## src/rtl/octal_down_timer.sv

```systemverilog
// Loadable multi-digit octal down-counter with start/stop control, a one-cycle
// done pulse at terminal count and optional auto-reload for periodic ticks.
module octal_down_timer #(
    parameter int DIGITS      = 2,
    parameter bit AUTO_RELOAD = 1'b0,
    localparam int W          = 3 * DIGITS
) (
    input  logic         i_clk,
    input  logic         i_rst,
    input  logic         i_load,
    input  logic [W-1:0] i_load_val,
    input  logic         i_start,
    input  logic         i_stop,
    input  logic         i_enable,
    output logic [W-1:0] o_count,
    output logic         o_busy,
    output logic         o_done,
    output logic         o_zero
);

    typedef enum logic [1:0] {
        ST_IDLE = 2'd0,
        ST_RUN  = 2'd1,
        ST_DONE = 2'd2
    } state_t;

    localparam logic [W-1:0] CNT_ZERO = {W{1'b0}};
    localparam logic [W-1:0] CNT_ONE  = {{(W-1){1'b0}}, 1'b1};

    state_t         state_q, state_d;
    logic [W-1:0]   count_q, count_d;
    logic [W-1:0]   reload_q, reload_d;
    logic           busy_q, busy_d;
    logic           done_q, done_d;
    logic           term_s;

    // Digit-wise decrement: a digit borrows only when every lower digit is 0.
    function automatic logic [W-1:0] oct_dec(input logic [W-1:0] v);
        logic [W-1:0] r;
        logic         borrow;
        r      = v;
        borrow = 1'b1;
        for (int k = 0; k < DIGITS; k++) begin
            if (borrow) begin
                r[3*k +: 3] = v[3*k +: 3] - 3'd1;
                borrow      = (v[3*k +: 3] == 3'd0);
            end else begin
                r[3*k +: 3] = v[3*k +: 3];
            end
        end
        return r;
    endfunction

    // State, count, reload and registered outputs.
    always_ff @(posedge i_clk or posedge i_rst) begin
        if (i_rst) begin
            state_q  <= ST_IDLE;
            count_q  <= CNT_ZERO;
            reload_q <= CNT_ZERO;
            busy_q   <= 1'b0;
            done_q   <= 1'b0;
        end else begin
            state_q  <= state_d;
            count_q  <= count_d;
            reload_q <= reload_d;
            busy_q   <= busy_d;
            done_q   <= done_d;
        end
    end

    // Next-state and count update; load overrides everything, then stop, start, tick.
    always_comb begin
        state_d  = state_q;
        count_d  = count_q;
        reload_d = reload_q;
        term_s   = 1'b0;
        if (i_load) begin
            count_d  = i_load_val;
            reload_d = i_load_val;
            state_d  = ST_IDLE;
        end else begin
            case (state_q)
                ST_IDLE: begin
                    if (i_stop) begin
                        state_d = ST_IDLE;
                    end else if (i_start) begin
                        if (count_q != CNT_ZERO) begin
                            state_d = ST_RUN;
                        end else begin
                            state_d = ST_DONE;
                            term_s  = 1'b1;
                        end
                    end else begin
                        state_d = ST_IDLE;
                    end
                end
                ST_RUN: begin
                    if (i_stop) begin
                        state_d = ST_IDLE;
                    end else if (i_enable) begin
                        if (count_q > CNT_ONE) begin
                            count_d = oct_dec(count_q);
                        end else if (AUTO_RELOAD && (reload_q != CNT_ZERO)) begin
                            // Periodic mode never exposes a zero count.
                            count_d = reload_q;
                            term_s  = 1'b1;
                        end else begin
                            count_d = CNT_ZERO;
                            state_d = ST_DONE;
                            term_s  = 1'b1;
                        end
                    end else begin
                        state_d = ST_RUN;
                    end
                end
                ST_DONE: begin
                    if (i_stop) begin
                        state_d = ST_IDLE;
                    end else begin
                        state_d = ST_DONE;
                    end
                end
                default: begin
                    state_d = ST_IDLE;
                    count_d = CNT_ZERO;
                end
            endcase
        end
    end

    // Output decode, registered on the same edge as the state.
    always_comb begin
        busy_d = 1'b0;
        done_d = 1'b0;
        if (state_d == ST_RUN) begin
            busy_d = 1'b1;
        end else begin
            busy_d = 1'b0;
        end
        if (term_s) begin
            done_d = 1'b1;
        end else begin
            done_d = 1'b0;
        end
    end

    assign o_count = count_q;
    assign o_busy  = busy_q;
    assign o_done  = done_q;
    assign o_zero  = (count_q == CNT_ZERO);

endmodule
```

## config.mk

```make
export PLATFORM = sky130hd
export DESIGN_NAME = octal_down_timer
export DESIGN_NICKNAME = d
export VERILOG_FILES = /design/src/rtl/octal_down_timer.sv
export SDC_FILE = /design/constraint.sdc
export NUM_CORES = 1
export LEC_CHECK = 0
export CORE_MARGIN = 1
export CORE_UTILIZATION = 30
export DETAILED_ROUTE_END_ITERATION = 8
export PLACE_DENSITY = 0.69
export REMOVE_ABC_BUFFERS = 1
export SYNTH_ARGS = -nofsm -noshare
export SYNTH_HDL_FRONTEND = slang
export SYNTH_SLANG_ARGS = --single-unit
```

## constraint.sdc

```tcl
create_clock -name i_clk -period 1.8 [get_ports i_clk]
set_input_delay 0.36 -clock i_clk [delete_from_list [all_inputs] [get_ports i_clk]]
set_output_delay 0.36 -clock i_clk [all_outputs]
set_load 0.05 [all_outputs]
```

==> results.json <==
{
  "status": "complete, but fails checks",
  "violations": "negative setup slack",
  "hold_violations": 0,
  "grt_pass1_wl_um": 3180,
  "synth_cell_type_count": 32,
  "slew_violations": 0,
  "nets": 122,
  "ir_drop_mv": 0.337,
  "cts-hold-fix-buffers": 0,
  "synth_cells": 66,
  "p_int_uw": 508,
  "top_layer": "met4",
  "max_stage_delay_ps": 380,
  "core_sq_um": 2000,
  "cts_inserted_buffers": 3,
  "start_kind": "register",
  "slew-limit-headroom_pct": 68.3,
  "cts_htree_levels": 1,
  "yosys.area.top_type": "dfrtp_1",
  "grt_overflow": 0,
  "timing.final.crit_share_pct": 101,
  "tritoncts": "built",
  "clock_path_buffers": 2,
  "insertion_delay_ps": 280,
  "hp-class": "input pin to asynchronous set/reset pin",
  "rrSetupSlack_ps": 0,
  "netlist.area_leader.share_pct": 38.4,
  "synth_edf_count": 0,
  "switching_share_pct": 36.4,
  "io_buffers": 20,
  "power.switching_uw": 291,
  "place_inst": 123,
  "setup_ws_ps": -19.8,
  "register_area_sq_um": 250,
  "multi_input_area_sq_um": 409,
  "slowest_stage": "dfrtp_1",
  "skew_ps": 5.71,
  "clkPwrFrac_pct": 26.5,
  "drt-pass1-iter-count": 4,
  "grt_antenna_before_repair": 0,
  "period_needed_ps": 1820,
  "ys.flop_type": "dfrtp_1",
  "syn_area_sq_um": 652,
  "final.fill_count": 189,
  "avgSynthCellArea_sq_um": 9.88,
  "wl_met2_um": 994,
  "tightestPinTransition_ps": 468,
  "drc": 0,
  "wirelength_met1_um": 814,
  "die_area_sq_um": 2360,
  "ys_ff_latch": 10,
  "wl_met3_um": 111,
  "drtIter0Drc": 11,
  "num_antenna_cells": 0,
  "crit_arrival_ps": 1460,
  "grt.total_usage_pct": 17.7,
  "crit_path_cell_trace": "buf_4 -> nor4_4 -> nand2_1 -> inv_2 -> buf_12",
  "crit_type": "register to primary output",
  "post-place-ws_ps": -16.8,
  "path_buf_inv": 3,
  "fp-row-count": 16,
  "fmax_mhz": 550,
  "start_util_pct": 32.6,
  "ios": 21,
  "drive_gt1_share_pct": 41.9,
  "final-setup-viol-count": 2,
  "dpl.hpwl_um": 1300,
  "p_leak_uw": 0.000475,
  "ys_seq_area_share_pct": 38.4,
  "post_drt_wl_per_cell_um": 14.7,
  "cp.required_ps": 1440,
  "vias_per_cell": 5.02,
  "cap_violations": 0,
  "endpoint_kind": "primary output",
  "routed_wl_um": 1940,
  "place.gp.congestion": 0.853,
  "clk_pin_slew_ps": 70,
  "p_seq_share_pct": 32.9,
  "final_cell_count_no_fill": 132,
  "clock_sinks": 10,
  "rsz0062_at_grt": "yes",
  "yosys-top-cells-area": "dfrtp_1, ha_1, inv_1, nand2_1, o211ai_4",
  "cpLargestDelayFamily": "simple AND/OR/NAND/NOR gates",
  "async_flop_share_pct": 100,
  "finalPower_uw": 799,
  "die_y_um": 48.6,
  "dieWidth_um": 48.6,
  "grt_max_degree": 13,
  "ys_warn_count": 0,
  "combPwrFrac_pct": 40.6,
  "cts_root_buffer": "clkbuf_4",
  "worst-path-max-fanout": 5,
  "vias": 663,
  "syn_to_final_growth_pct": 64.7,
  "power.density_nw_per_um2": 744,
  "ant_nets": 0,
  "first_global_vias": 727
}
## registers in the layout, summed over array words and instances, names as in the netlist
signal	cells
o_count	6
state_q	2
o_busy	1
o_done	1
## worst paths after layout
| check | start | endpoint | depth (start not counted) |
|---|---|---|---|
| setup / recovery | o_count[5] | o_zero | 5 |
| hold / removal | i_rst | state_q[1] | 2 |
| setup reg to reg | o_count[5] | o_count[0] | 5 |
| hold reg to reg | o_count[1] | o_count[1] | 1 |
| max in group asynchronous | i_rst | state_q[0] | 2 |
| min in group i_clk | o_count[1] | o_count[1] | 1 |
## synth_stat cells (all sizes together), types with 2 or more instances
library cell,number
dfrtp,10
inv,7
nand2,6
nor2,5
ha,4
a21oi,3
nor3,3
a21o,2
a221o,2
a32oi,2
nor2b,2
## repair_timing
action | CTS | global route
gates resized for setup | 6 | 4
endpoints found under the setup margin | 2 | 7
endpoints found under the hold margin | 0 | 0
buffers inserted | 3 | 2
pin swaps | 1 | 6
## final cells by class
class	instances	area share, %
Clock buffer	4	3.38
Inverter	7	2.45
Multi-Input combinational cell	48	38.1
Sequential cell	10	23.3
Tap cell	27	3.15
Timing Repair Buffer	36	29.6
## worst register-to-register path, stage by stage, from the launching register on
cell      delay [ps]
dfrtp_1          380
or4_4            560
o211ai_4         320
buf_6            150
nor3b_2           40
a221o_1          250
## power groups by stage
| stage | Sequential, uW | Clock [uW] | Combinational (uW) |
|---|---|---|---|
| after global placement | 264 | 0 | 277 |
| after CTS | 263 | 211 | 308 |
| after floorplan | 328 | 0 | 103 |
| after detailed placement | 264 | 0 | 287 |
| final | 263 | 212 | 324 |
| after global routing | 265 | 222 | 347 |
## stage by stage
step	area [sq um]	util (%)	TNS, ps	hold WS (ps)
after global routing	1070	53.6	-353	410
final	1070	53.6	-21.5	365
after CTS	1040	51.9	-5.41	377
after global placement	955	47.7	0	533
after floorplan	648	-	-527	200
after detailed placement	955	47.7	-55.6	528
## cells in the final DEF, fill, tap and decap left out, types with 2 or more instances in the layout
cell	synthesis	layout
ha_1	4	4
nor2b_1	2	2
clkbuf_4	0	3
inv_1	7	6
dfrtp_1	10	10
nor3_1	2	2
clkdlybuf4s50_1	0	11
a21o_1	2	2
buf_4	0	22
a32oi_1	2	2
a221o_1	2	2
buf_6	0	2
nor2_1	5	4
a21oi_2	0	2
nand2_1	6	6
## kinds of logic (layout without fill, tap and decap cells)
kind of cell	count (synthesis)	after routing	synth area share, %
AND/OR/NAND/NOR	25	25	21.7
buffers and inverters	8	47	4.61
flip-flops	10	10	38.4
multiplexers	1	1	1.73
AO/OA/AOI/OAI	18	18	25.9
adder cells (fa/ha/maj)	4	4	7.68
## per-layer routing
metal	GRT usage (%)	vias up
li1	-	320
met4	10.8	0
met1	19.6	314
met3	5.03	4
met2	29.6	25
met5	0	-
No activity file was read; power rests on OpenSTA's default activity.
